File: config.mk
export PLATFORM = sky130hd
export DESIGN_NAME = ps2_host_tx
export DESIGN_NICKNAME = d
export VERILOG_FILES = /design/src/rtl/ps2_pkg.sv /design/src/rtl/ps2_line_sync.sv /design/src/rtl/ps2_host_tx.sv
export SDC_FILE = /design/constraint.sdc
export NUM_CORES = 1
export LEC_CHECK = 0
export ABC_AREA = 1
export BUFFER_PORTS_ARGS = -buffer_cell sky130_fd_sc_hd__buf_2
export CAP_MARGIN = 0
export CORE_MARGIN = 5
export CORE_UTILIZATION = 40
export DETAILED_ROUTE_END_ITERATION = 8
export PLACE_DENSITY = 0.61
export SYNTH_ARGS = -nofsm -noshare
export SYNTH_HDL_FRONTEND = slang
export SYNTH_SLANG_ARGS = --single-unit
File: constraint.sdc
create_clock -name clk -period 2.05 [get_ports clk]
set_clock_uncertainty 0.05 [all_clocks]
set_input_delay 0.1025 -clock clk [delete_from_list [all_inputs] [get_ports clk]]
set_output_delay 0.1025 -clock clk [all_outputs]
set_load 0.03 [all_outputs]
File: src/rtl/ps2_pkg.sv
// Shared definitions for the PS/2 host transmitter: the FSM state type,
// common mouse command bytes and helpers that turn microseconds into cycles.
package ps2_pkg;

   typedef enum logic [2:0] {
      ST_IDLE,
      ST_INHIBIT,
      ST_RTS,
      ST_SEND,
      ST_ACK,
      ST_WAIT_IDLE
   } ps2_tx_state_t;

   localparam logic [7:0] PS2_CMD_RESET    = 8'hFF;
   localparam logic [7:0] PS2_CMD_ENABLE   = 8'hF4;
   localparam logic [7:0] PS2_CMD_SET_RATE = 8'hF3;
   localparam logic [7:0] PS2_ACK          = 8'hFA;

   localparam int unsigned PS2_CLK_FREQ_HZ = 65_000_000;
   localparam int unsigned PS2_INHIBIT_US  = 100;
   localparam int unsigned PS2_TIMEOUT_US  = 15_000;

   // Retries after the first attempt when the retry build option is on.
   localparam logic [1:0] PS2_RETRY_MAX = 2'd2;

   function automatic int unsigned us_to_cycles(input int unsigned clk_hz,
                                                input int unsigned us);
      return (clk_hz / 1_000_000) * us;
   endfunction

   localparam int unsigned PS2_INHIBIT_CYCLES = us_to_cycles(PS2_CLK_FREQ_HZ, PS2_INHIBIT_US);
   localparam int unsigned PS2_TIMEOUT_CYCLES = us_to_cycles(PS2_CLK_FREQ_HZ, PS2_TIMEOUT_US);

endpackage

File: src/rtl/ps2_line_sync.sv
// Two-flop synchronizer for one open-collector PS/2 pad plus a registered
// falling-edge flag (pad-to-flag latency of three cycles).
module ps2_line_sync (
   input  logic clk,
   input  logic rst,
   input  logic pad_i,
   output logic sync_o,
   output logic fall_o
);

   logic meta_q, meta_d;
   logic sync_q, sync_d;
   logic prev_q, prev_d;
   logic fall_q, fall_d;

   // Next state: shift the pad through the chain, flag a synced 1 -> 0 step
   always_comb begin
      meta_d = pad_i;
      sync_d = meta_q;
      prev_d = sync_q;
      fall_d = prev_q & ~sync_q;
   end

   // Registers; idle bus level is high so reset to 1 to avoid a false edge
   always_ff @(posedge clk or posedge rst) begin
      if (rst) begin
         meta_q <= 1'b1;
         sync_q <= 1'b1;
         prev_q <= 1'b1;
         fall_q <= 1'b0;
      end else begin
         meta_q <= meta_d;
         sync_q <= sync_d;
         prev_q <= prev_d;
         fall_q <= fall_d;
      end
   end

   assign sync_o = sync_q;
   assign fall_o = fall_q;

endmodule

File: src/rtl/ps2_host_tx.sv
// Host-to-device PS/2 transmitter. Sends one command byte per request:
// inhibit, request-to-send, 10 device-clocked bits, ACK sample, wait idle.
// Build option PS2_TX_RETRY_EN: resend a NACKed/timed-out byte up to twice
// before reporting tx_err.
module ps2_host_tx
   import ps2_pkg::*;
#(
   parameter int unsigned CLK_FREQ_HZ = PS2_CLK_FREQ_HZ,
   parameter int unsigned INHIBIT_US  = PS2_INHIBIT_US,
   parameter int unsigned TIMEOUT_US  = PS2_TIMEOUT_US
) (
   input  logic       clk,
   input  logic       rst,
   input  logic       ps2_clk_in,
   input  logic       ps2_data_in,
   output logic       ps2_clk_oe,
   output logic       ps2_data_oe,
   input  logic [7:0] tx_data,
   input  logic       tx_valid,
   output logic       tx_ready,
   output logic       tx_done,
   output logic       tx_err
);

   localparam int unsigned INHIBIT_CYCLES = us_to_cycles(CLK_FREQ_HZ, INHIBIT_US);
   localparam int unsigned TIMEOUT_CYCLES = us_to_cycles(CLK_FREQ_HZ, TIMEOUT_US);
   localparam int INH_W = (INHIBIT_CYCLES > 2) ? $clog2(INHIBIT_CYCLES) : 1;
   localparam int TO_W  = (TIMEOUT_CYCLES > 2) ? $clog2(TIMEOUT_CYCLES) : 1;
   localparam logic [INH_W-1:0] INH_LAST = INH_W'(INHIBIT_CYCLES - 1);
   localparam logic [TO_W-1:0]  TO_LAST  = TO_W'(TIMEOUT_CYCLES - 1);
   localparam logic [3:0]       STOP_IDX = 4'd9;

   ps2_tx_state_t     state_q, state_d;
   logic [7:0]        byte_q, byte_d;
   logic              parity_q, parity_d;
   logic [3:0]        bit_cnt_q, bit_cnt_d;
   logic [INH_W-1:0]  inh_cnt_q, inh_cnt_d;
   logic [TO_W-1:0]   to_cnt_q, to_cnt_d;
   logic              nack_q, nack_d;
   logic              clk_oe_q, clk_oe_d;
   logic              data_oe_q, data_oe_d;
   logic              tx_ready_q, tx_ready_d;
   logic              tx_done_q, tx_done_d;
   logic              tx_err_q, tx_err_d;
`ifdef PS2_TX_RETRY_EN
   logic [1:0]        retry_cnt_q, retry_cnt_d;
`endif

   logic              clk_sync, clk_fall;
   logic              data_sync, data_fall_unused;
   logic [9:0]        frame;
   logic              accept;
   logic              start, fail;

   ps2_line_sync u_clk_sync (
      .clk    (clk),
      .rst    (rst),
      .pad_i  (ps2_clk_in),
      .sync_o (clk_sync),
      .fall_o (clk_fall)
   );

   ps2_line_sync u_data_sync (
      .clk    (clk),
      .rst    (rst),
      .pad_i  (ps2_data_in),
      .sync_o (data_sync),
      .fall_o (data_fall_unused)
   );

   // Bits in send order: data LSB first, odd parity, stop (released line)
   assign frame  = {1'b1, parity_q, byte_q};
   assign accept = tx_valid & tx_ready_q;

   // Next-state and registered-output logic for the transfer FSM
   always_comb begin
      state_d    = state_q;
      byte_d     = byte_q;
      parity_d   = parity_q;
      bit_cnt_d  = bit_cnt_q;
      inh_cnt_d  = inh_cnt_q;
      to_cnt_d   = to_cnt_q;
      nack_d     = nack_q;
      clk_oe_d   = clk_oe_q;
      data_oe_d  = data_oe_q;
      tx_done_d  = 1'b0;
      tx_err_d   = 1'b0;
      start      = 1'b0;
      fail       = 1'b0;
`ifdef PS2_TX_RETRY_EN
      retry_cnt_d = retry_cnt_q;
`endif

      case (state_q)
         ST_IDLE: begin
            if (accept) begin
               byte_d   = tx_data;
               parity_d = ~^tx_data;
               start    = 1'b1;
`ifdef PS2_TX_RETRY_EN
               retry_cnt_d = 2'd0;
`endif
            end
         end
         ST_INHIBIT: begin
            if (inh_cnt_q == INH_LAST) begin
               data_oe_d = 1'b1;
               state_d   = ST_RTS;
            end else begin
               inh_cnt_d = inh_cnt_q + 1'b1;
            end
         end
         ST_RTS: begin
            clk_oe_d = 1'b0;
            to_cnt_d = '0;
            state_d  = ST_SEND;
         end
         ST_SEND: begin
            if (clk_fall) begin
               data_oe_d = ~frame[bit_cnt_q];
               if (bit_cnt_q == STOP_IDX) begin
                  state_d = ST_ACK;
               end else begin
                  bit_cnt_d = bit_cnt_q + 1'b1;
               end
            end
         end
         ST_ACK: begin
            if (clk_fall) begin
               nack_d  = data_sync;
               state_d = ST_WAIT_IDLE;
            end
         end
         ST_WAIT_IDLE: begin
            if (clk_sync && data_sync) begin
               if (nack_q) begin
                  fail = 1'b1;
               end else begin
                  tx_done_d = 1'b1;
                  state_d   = ST_IDLE;
               end
            end
         end
         default: begin
            state_d = ST_IDLE;
         end
      endcase

      // Timeout watchdog from clock release; overrides any edge this cycle
      if (state_q == ST_SEND || state_q == ST_ACK || state_q == ST_WAIT_IDLE) begin
         to_cnt_d = to_cnt_q + 1'b1;
         if (to_cnt_q == TO_LAST) begin
            clk_oe_d  = 1'b0;
            data_oe_d = 1'b0;
            tx_done_d = 1'b0;
            fail      = 1'b1;
         end
      end

      if (fail) begin
`ifdef PS2_TX_RETRY_EN
         if (retry_cnt_q < PS2_RETRY_MAX) begin
            retry_cnt_d = retry_cnt_q + 1'b1;
            start       = 1'b1;
         end else begin
            tx_err_d = 1'b1;
            state_d  = ST_IDLE;
         end
`else
         tx_err_d = 1'b1;
         state_d  = ST_IDLE;
`endif
      end

      // Begin (or restart) an attempt from the inhibit phase
      if (start) begin
         state_d   = ST_INHIBIT;
         clk_oe_d  = 1'b1;
         data_oe_d = 1'b0;
         inh_cnt_d = '0;
         bit_cnt_d = '0;
         nack_d    = 1'b0;
      end

      // Ready drops on the completion pulse and returns the cycle after
      tx_ready_d = (state_d == ST_IDLE) && !tx_done_d && !tx_err_d;
   end

   // State and output registers; reset releases both lines immediately
   always_ff @(posedge clk or posedge rst) begin
      if (rst) begin
         state_q    <= ST_IDLE;
         byte_q     <= '0;
         parity_q   <= 1'b0;
         bit_cnt_q  <= '0;
         inh_cnt_q  <= '0;
         to_cnt_q   <= '0;
         nack_q     <= 1'b0;
         clk_oe_q   <= 1'b0;
         data_oe_q  <= 1'b0;
         tx_ready_q <= 1'b1;
         tx_done_q  <= 1'b0;
         tx_err_q   <= 1'b0;
`ifdef PS2_TX_RETRY_EN
         retry_cnt_q <= '0;
`endif
      end else begin
         state_q    <= state_d;
         byte_q     <= byte_d;
         parity_q   <= parity_d;
         bit_cnt_q  <= bit_cnt_d;
         inh_cnt_q  <= inh_cnt_d;
         to_cnt_q   <= to_cnt_d;
         nack_q     <= nack_d;
         clk_oe_q   <= clk_oe_d;
         data_oe_q  <= data_oe_d;
         tx_ready_q <= tx_ready_d;
         tx_done_q  <= tx_done_d;
         tx_err_q   <= tx_err_d;
`ifdef PS2_TX_RETRY_EN
         retry_cnt_q <= retry_cnt_d;
`endif
      end
   end

   assign ps2_clk_oe  = clk_oe_q;
   assign ps2_data_oe = data_oe_q;
   assign tx_ready    = tx_ready_q;
   assign tx_done     = tx_done_q;
   assign tx_err      = tx_err_q;

endmodule

* Yosys cells after proc, flatten, opt, wreduce, memory -nomap -nowiden
Index checks and enable logic that the tools add are counted.
Operators by class: add/sub/neg operators 3, $lt $le $gt $ge 1, equality and inequality tests 10, multiplexer cells 46, bitwise gates (word level) 4, reductions and logical operators 19
Operator list (count):
- $mux W20 | 2
- $mux W13 | 3
- $mux W1 | 26
- $mux W3 | 8
- $add A20 B1 Y20 const B | 1
- $eq A20 B20 Y1 const B | 1
- $pmux W3 S6 | 1
- $mux W4 | 4
- $add A13 B1 Y13 const B | 1
- $eq A13 B13 Y1 const B | 1
- $reduce_bool A2 Y1 | 5
- $reduce_xnor A8 Y1 | 1
- $eq A3 B2 Y1 const B | 2
- $eq A3 B3 Y1 const B | 2
- $logic_not A3 Y1 | 2
- $reduce_and A2 Y1 | 3
- $lt A4 B5 Y1 const B | 1
- $add A4 B1 Y4 const B | 1
- $bmux W1 S4 | 1
- $eq A4 B4 Y1 const B | 1
- $ne A2 B2 Y1 const B | 2
- $eq A3 B1 Y1 const B | 1
- $logic_and A1 B1 Y1 | 3
- $reduce_and A3 Y1 | 1
- 5 further kinds | 9
Word-level totals: register bits after elaboration 61, input port bits 13, output and inout port bits 5, logic and storage cells 101

* Longest topological paths before layout
Gate-level depths: netlist (run 1).
depth in word-level cells 10, mapped depth 11, gate-level depth less buffers 11

* Modules after synthesis
From an unflattened synthesis (run 1), not the netlist that was laid out.
Second synthesis, totals: cell total of the unflattened synthesis 445, area total of the unflattened synthesis 3519.6 sq um
Modules (own cells, without submodules):
- ps2_host_tx | times used 1, cells an instance 431, area each 3284.4 sq um, seq. area each 1377.6 sq um
- ps2_line_sync | times used 2, cells an instance 7, area each 117.6 sq um, seq. area each 103.8 sq um

* Least setup slack after synthesis (run 1)
No wires, ideal clock.
path kind register -> register, from reg inh_cnt_q[0], to reg inh_cnt_q[11], setup time 0.126 ns, data arrival time 1.325 ns, data required time 1.874 ns, setup slack 0.550 ns, cell stages (with the launch flop) 9, buffers on the path 1, clock period less this slack 1.500 ns, cell sequence dfrtp_1 -> ha_1 -> nand2_1 -> nor2_1 -> nand3_1 -> nand2_2 -> buf_6 -> o21ai_0 -> nor3b_2
On the way: longest elaborated chain between the ends 4, elaborated cells between the ends (all ways) 7, those cells by class add/sub (1); eq/ne (2); mux (3); reduce/logical (1)
Ends and longest elaborated chain:
- from (decl) | RTL line ps2_host_tx.sv:37 | logic [INH_W-1:0] inh_cnt_q, inh_cnt_d;
- from (signal assigned) | RTL line ps2_host_tx.sv:212 | inh_cnt_q <= inh_cnt_d;
- $add A13 B1 Y13 | RTL line ps2_host_tx.sv:110 | inh_cnt_d = inh_cnt_q + 1'b1;
- $mux W13 | RTL line ps2_host_tx.sv:106 | if (inh_cnt_q == INH_LAST) begin
- $mux W13 | RTL line ps2_host_tx.sv:94 | case (state_q)
- $mux W13 | RTL line ps2_host_tx.sv:176 | if (start) begin
Parallel ways exist; a longest one is shown, timed or not. The select of a mux whose other input is x is not followed. A chain may end at the register's enable or synchronous reset.

* Worst setup path in the final report (run 1)
from reg inh_cnt_q[0], to reg inh_cnt_q[2]
The elaborated chain is that of the path after synthesis.

==> impl_metrics.tcl, run 1 <==
set metrics [dict create \
    power_density_nw_per_um2 571 \
    dr.pass1.iters 5 \
    crit_chain "ha_1 -> nand2_1 -> nor2_1 -> nand3_1 -> nand2_2 -> inv_1 -> nand3_1 -> nand2_1 -> a21oi_1" \
    worstReg2RegStart "inh_cnt_q[0]$_DFFE_PP0P_" \
    yosys_warnings 0 \
    dpl.hpwl_um 5580 \
    die_h_um 102 \
    required_ns 2.27 \
    boundaryPins 18 \
    syn_nets 480 \
    finalCritPeriodShare_pct 90.5 \
    final_cells 610 \
    setup_tns_ns 0 \
    start_util_pct 41.4 \
    ff_latch_area_um2 1530 \
    grt_pass1_wl_um 13100 \
    ir_drop_uv 317 \
    synthFlopType "dfrtp_1" \
    clk_latency_ns 0.34 \
    cts_setup_buffers 0 \
    synthAdderAreaFrac_pct 1.46 \
    fmax_mhz 539 \
    place_inst 583 \
    slowest_delay_ns 0.44 \
    worstSetupPathType "flip-flop to flip-flop" \
    status "complete, no violations" \
    synth_cells 463 \
    route.detailed.drc 0 \
    ant_nets 0 \
    max_cap_viol_count 0 \
    holdPathEnd "state_q[0]$_DFF_PP0_" \
    worst_hold_path_type "primary input to flip-flop" \
    cp_slowest_cell "dfrtp_1" \
    n_fill_cell 828 \
    hold_start "tx_valid" \
    antenna_found_initial 0 \
    nets 517 \
    num_vias 3029 \
    yosysUniqueCellTypes 34 \
    power_mw 2.25 \
    fin_crit_ns 1.85 \
    synthArstFlopShare_pct 100 \
    fp.coreArea_um2 8260 \
    die_w_um 102 \
    dpl_cell_area_um2 3660 \
    avgRoutedWirePerCell_um 12.4 \
    relSlewSlack_pct 64.3 \
    synth-seq-cells 61 \
    grt_max_degree 38 \
    grt_pass1_vias 2904 \
    portBuffers 17 \
    synth_xor_area_share_pct 2.82 \
    synth_compound_area_share_pct 8.92 \
    setup_viol 0 \
    cts_tree "built" \
    grt.overflow.total 0 \
    synthMuxAreaShare_pct 0 \
    cts-buffers-inserted 9 \
    routed_wl_um 7560 \
    synth_area_per_cell_um2 7.39 \
    max_slew.worst_pin.slew_ns 0.535 \
    vias_per_cell 4.97 \
    drive_gt1_share_pct 13.3 \
    synth_edf_count 0 \
    dp_slack_ns 0.224 \
    antenna_cells 0 \
    whs_path_depth 4 \
    start_kind "flip-flop" \
    rows 33 \
    setup_ws_ns 0.196 \
    drv_slew 0 \
    synth_top_family_by_area "simple AND/OR/NAND/NOR gates" \
    final_hold_viol_count 0 \
    critPathCaptureType "flip-flop" \
    r2r_end "inh_cnt_q[2]$_DFFE_PP0P_" \
    netlist_area_um2 3420 \
    yosysSeqAreaShare_pct 44.8 \
    rsz0062_at_grt "no" \
    area_delta_synth_final_pct 15.4 \
    cts_root_buffer "clkbuf_8" \
    rrSetupSlack_ns 0.20 \
    dieArea_um2 10500 \
    track_usage_pct 15.8 \
    fin_area_um2 3950 \
    place.gp.congestion 0.871 \
    power.static_leakage_nw 1.91 \
    clkTransAtPathRegs_ns 0.08 \
    clock_sinks 61 \
    reg2regPathDepth 9 \
    multi_input_area_um2 1590 \
    postCtsHoldBufs 11 \
    drt_iter0_drc 154 \
    crit_fanout 13 \
    h-tree-depth 3 \
    cts_buffer_depth 2 \
    cts_resized 0 \
    arrival_ns 2.07 \
    synthSimpleGateAreaFrac_pct 33.2 \
]
cell families (layout without fill, tap and decap cells):
family,after synthesis,in the layout
simple gates,257,257
flops,61,61
xor+xnor,11,11
compound gates,55,55
buf+inv,75,117
fa+ha+maj,4,4
area by class of cell:
cell class	count	share of cell area, %
multi-input combinational	327	40.3
sequential	61	38.9
timing repair buffer	34	6.72
inverter	67	6.37
tap	105	3.33
clock buffer	9	3.14
clock inverter	7	1.30
per-layer routing:
metal,vias up,track usage (%),part of all wire (%)
li1,1557,-,-
met1,1420,21.2,48
met2,41,25.0,47
met3,11,3.75,3.2
met4,0,5.45,1.1
met5,-,0,0
flip-flops by register name, summed over array words and instances, names as in the netlist:
| name | count |
|---|---|
| byte_q | 8 |
| state_q | 3 |
| ps2_data_oe | 1 |
| to_cnt_q | 20 |
| u_data_sync.sync_o | 1 |
| u_clk_sync.sync_o | 1 |
| parity_q | 1 |
| tx_done | 1 |
| tx_ready | 1 |
| bit_cnt_q | 4 |
| tx_err | 1 |
| u_clk_sync.meta_q | 1 |
| u_clk_sync.fall_o | 1 |
| u_data_sync.meta_q | 1 |
| inh_cnt_q | 13 |
| ps2_clk_oe | 1 |
| nack_q | 1 |
| u_clk_sync.prev_q | 1 |
metrics by stage:
| step | hold slack, ns | util [%] |
|---|---|---|
| finish | 0.226 | 47.8 |
| global route | 0.256 | 47.8 |
| CTS | 0.219 | 47.8 |
| detailed placement | 0.138 | 44.3 |
| global placement | 0.137 | 44.3 |
| floorplan | 0.0570 | - |
Yosys cell counts (all sizes together) (2+ instances only):
| cell | instances | share of area (%) |
|---|---|---|
| a22oi | 3 | 0.66 |
| nor2 | 63 | 7.4 |
| a21oi | 18 | 2.6 |
| dfstp | 6 | 4.6 |
| a31oi | 4 | 0.73 |
| xnor2 | 5 | 1.3 |
| nand3 | 40 | 6.0 |
| xor2 | 6 | 1.5 |
| nor3b | 2 | 0.73 |
| a211oi | 2 | 0.44 |
| nor3 | 16 | 2.8 |
| nand2 | 124 | 14 |
| ha | 4 | 1.5 |
| o21ai | 23 | 3.4 |
| nand4 | 10 | 1.8 |
| inv | 67 | 7.4 |
| dfrtp | 55 | 40 |
| buf | 8 | 1.4 |
worst max path at each step:
stage,start,endpoint,slack (ns)
after CTS,inh_cnt_q[0]$_DFFE_PP0P_,inh_cnt_q[5]$_DFFE_PP0P_,0.22
after global routing,inh_cnt_q[0]$_DFFE_PP0P_,inh_cnt_q[2]$_DFFE_PP0P_,0.04
after floorplan,rst,bit_cnt_q[0]$_DFFE_PP0P_,0.39
after detailed placement,inh_cnt_q[0]$_DFFE_PP0P_,inh_cnt_q[5]$_DFFE_PP0P_,0.22
after global placement,inh_cnt_q[0]$_DFFE_PP0P_,inh_cnt_q[5]$_DFFE_PP0P_,0.33
final,inh_cnt_q[0]$_DFFE_PP0P_,inh_cnt_q[2]$_DFFE_PP0P_,0.20
worst max-delay path, delay by kind of cell (launching register included):
family,cells,cell delay (ns)
AO/OA/AOI/OAI,1,0.11
adder cells (fa/ha/maj),1,0.32
buffers and inverters,1,0.19
flip-flops,1,0.44
AND/OR/NAND/NOR,6,0.69
placed cells by master (no fill, tap or decap), drive strengths merged, types with 5 or more instances in the layout:
cell / count
o21ai: 23
nand2: 124
buf: 23
a21oi: 18
nor2: 63
dfrtp: 55
clkbuf: 9
xnor2: 5
dfstp: 6
nand3: 40
nand4: 10
dlygate4sd3: 11
xor2: 6
nor3: 16
inv: 68
where the power goes:
part | internal (mW) | switching [mW] | total, mW
clock | 0.441 | 0.508 | 0.949
combinational | 0.0397 | 0.0463 | 0.0861
sequential | 1.21 | 0.00322 | 1.22
(Power assumes the default switching activity.)
==> run 2: changes to the inputs <==
Settings changed: ABC_AREA 1 to unset.
==> run 2 against run 1 <==
  * Sequential share of layout area up 1.9 points
  * Total power up 9.6%
  * Highest routed layer unchanged
  * Critical path depth down 3
  * Combinational power down 1%
  * Synthesized cell count down 31%
  * Global-route usage down 1.4 points
  * Cell count down 23%
  * Sequential power about the same
  * Clock power up 22%
  * Count of clock-buffer cells in the layout up 2
  * Sequential cell count unchanged
  * Largest cell class is now registers
  * Register-to-register slack worse by 0.11 ns
==> impl_metrics.tcl, run 2 <==
set metrics [dict create \
    status "complete, no violations" \
    portBuffers 17 \
    grt_pass1_vias 2455 \
    start_kind "flip-flop" \
    worstSetupPathType "flip-flop to flip-flop" \
    globalRouteMet3Util_pct 2.36 \
    grt_max_degree 42 \
    worstReg2RegStart "inh_cnt_q[0]$_DFFE_PP0P_" \
    max_slew.worst_pin.slew_ns 0.468 \
    dr.pass1.iters 4 \
    top_regs "to_cnt_q x20, inh_cnt_q x13, byte_q x8" \
    drt_iter0_drc 132 \
    netlist_area_um2 3120 \
    clock_sinks 61 \
    yosys_warnings 0 \
    yosysSeqAreaShare_pct 49.2 \
    ir_drop_uv 339 \
    cp_num_buf_inv 0 \
    fp.coreArea_um2 7650 \
    num_vias 2467 \
    busiest_layer "met2" \
    power_density_nw_per_um2 655 \
    cts-buffers-inserted 9 \
    grtUsageMet1_pct 20.2 \
    ant_nets 0 \
    critPathCaptureType "flip-flop" \
    required_ns 2.26 \
    syn_nets 335 \
    synth_cells 318 \
    yosysUniqueCellTypes 58 \
    routed_wl_um 6570 \
    mostFrequentLayoutCells "dfrtp_1, nand2_1, nor2_1" \
    grt.overflow.total 0 \
    synth_top_cell_by_area "dfrtp_1" \
    final_hold_viol_count 0 \
    synthArstFlopShare_pct 100 \
    drive_gt1_share_pct 20.8 \
    synth-seq-cells 61 \
    arrival_ns 2.18 \
    boundaryPins 18 \
    fmax_mhz 510 \
    relSlewSlack_pct 68.8 \
    start_util_pct 40.8 \
    rows 32 \
    place.gp.congestion 0.858 \
    worst_hold_path_type "primary input to async pin" \
    cts_root_buffer "clkbuf_8" \
    cpLargestDelayFamily "simple AND/OR/NAND/NOR gates" \
    top_register "to_cnt_q" \
    setup_tns_ns 0 \
    crit_chain "ha_1 -> nor4b_2 -> and4_2 -> nand2b_1 -> nor4_1 -> mux2i_1" \
    synth_area_per_cell_um2 9.80 \
    dieArea_um2 9660 \
    antenna_cells 0 \
    drv_slew 0 \
    clkTransAtPathRegs_ns 0.08 \
    crit_fanout 5 \
    postLayoutCoreUtil_pct 49.2 \
    antenna_found_initial 0 \
    setup_viol 0 \
    n_fill_cell 710 \
    largest_reg_flops 20 \
    die_w_um 98.3 \
    vias_per_cell 5.28 \
    cts_tree "built" \
    grt_pass1_wl_um 11500 \
    synth.area.top_cells "dfrtp_1, nand2_1, dfstp_2, xnor2_1, nor2_1" \
    slowest_delay_ns 0.41 \
    die_h_um 98.3 \
    track_usage_pct 14.5 \
    cts_buffer_depth 2 \
    dpl.hpwl_um 4510 \
    area_delta_synth_final_pct 20.8 \
    cp_slowest_cell "dfrtp_1" \
    synthFlopType "dfrtp_1" \
    nets 378 \
    synth_edf_count 0 \
    max_cap_viol_count 0 \
    finalCritPeriodShare_pct 95.7 \
    gr-usage-met2_pct 22.4 \
    synth_top_area_share_pct 44.2 \
    synth_most_common_cell "dfrtp_1" \
    setup.worst_path.start "inh_cnt_q[0]$_DFFE_PP0P_" \
    h-tree-depth 3 \
    ys_top_cells_by_count "dfrtp_1, nand2_1, nor2_1" \
    clk_latency_ns 0.34 \
    avgRoutedWirePerCell_um 14.1 \
    fin_crit_ns 1.96 \
    rsz0062_at_grt "no" \
    power.static_leakage_nw 1.62 \
    final_common_cell "dfrtp_1" \
    route.detailed.drc 0 \
]
-- run 2: cell types whose count changed in the layout (fill, tap and decap cells not counted), sizes merged, moves of 10 or more --
cell and delta:
o21ai -12, nand3 -27, nor3 -10, nor2 -33, inv -59, nand2 -78, xnor2 +10, a21oi -14
buf +12
-- run 2: worst min-delay path: stages --
cell and delay [ns]:
dlygate4sd3_1 0.53, buf_2 0.12, inv_2 0.34
-- run 2: kinds of logic (layout without fill, tap and decap cells) --
kind of cell               Yosys count  after routing  synth area share [%]
muxes                               11             11                  4.01
and+or+nand+nor                    149            149                  25.1
adders and majority gates            4              4                  1.61
AOI/OAI and AO/OA                   51             51                  11.8
DFF                                 61             61                  49.2
buffers and inverters               23             70                  2.93
xor gates and xnor gates            19             19                  5.34
-- run 2: cell type report --
type | instances | area [um2] | share of cell area, %
clock buffers | 11 | 141 | 3.75
clock inverters | 4 | 72.6 | 1.93
inverters | 9 | 33.8 | 0.897
multi-input cells | 234 | 1510 | 40.2
flip-flops and latches | 61 | 1530 | 40.7
well taps | 102 | 128 | 3.39
repair buffers | 46 | 343 | 9.10
-- run 2: timing repair --
| item | CTS | global route |
|---|---|---|
| endpoints found under the hold margin | 29 | 0 |
| setup endpoints to repair | 0 | 4 |
| gates resized for setup | 0 | 4 |
| setup buffers | 0 | 0 |
| hold buffers | 11 | 0 |
-- run 2: final timing paths --
| path | to | slack [ns] | depth (start not counted) |
|---|---|---|---|
| max | inh_cnt_q[11]$_DFFE_PP0P_ | 0.09 | 6 |
| min in group clk | u_clk_sync.sync_o$_DFF_PP1_ | 0.31 | 0 |
| max reg2reg | inh_cnt_q[11]$_DFFE_PP0P_ | 0.09 | 6 |
| min | byte_q[0]$_DFFE_PP0P_ | 0.27 | 3 |
| max in group asynchronous | tx_ready$_DFF_PP1_ | 1.04 | 4 |
| min reg2reg | u_clk_sync.sync_o$_DFF_PP1_ | 0.31 | 0 |
-- run 2: metrics by stage --
stage	instances	worst slack (ns)	hold slack, ns	total power [mW]	area (um2)
after detailed placement	441	0.0680	0.0992	1.31	3430
final	467	0.0874	0.271	2.47	3770
after CTS	467	0.0555	0.282	2.50	3750
after floorplan	318	0.122	0.0570	1.28	3120
after global routing	467	0.0103	0.311	2.55	3770
after global placement	441	0.102	0.0958	1.31	3430
-- run 2: metal layers --
metal | routed length (um) | up-vias
met4 | 76 | 0
met2 | 3020 | 41
li1 | - | 1220
met5 | 0 | -
met1 | 3310 | 1200
met3 | 160 | 6
-- run 2: report_power, final --
group          switching (mW)  internal [mW]  leakage, nW
logic                  0.0428         0.0423        0.746
registers             0.00435           1.21        0.768
clock network           0.455          0.710        0.105
total                   0.502           1.97         1.62
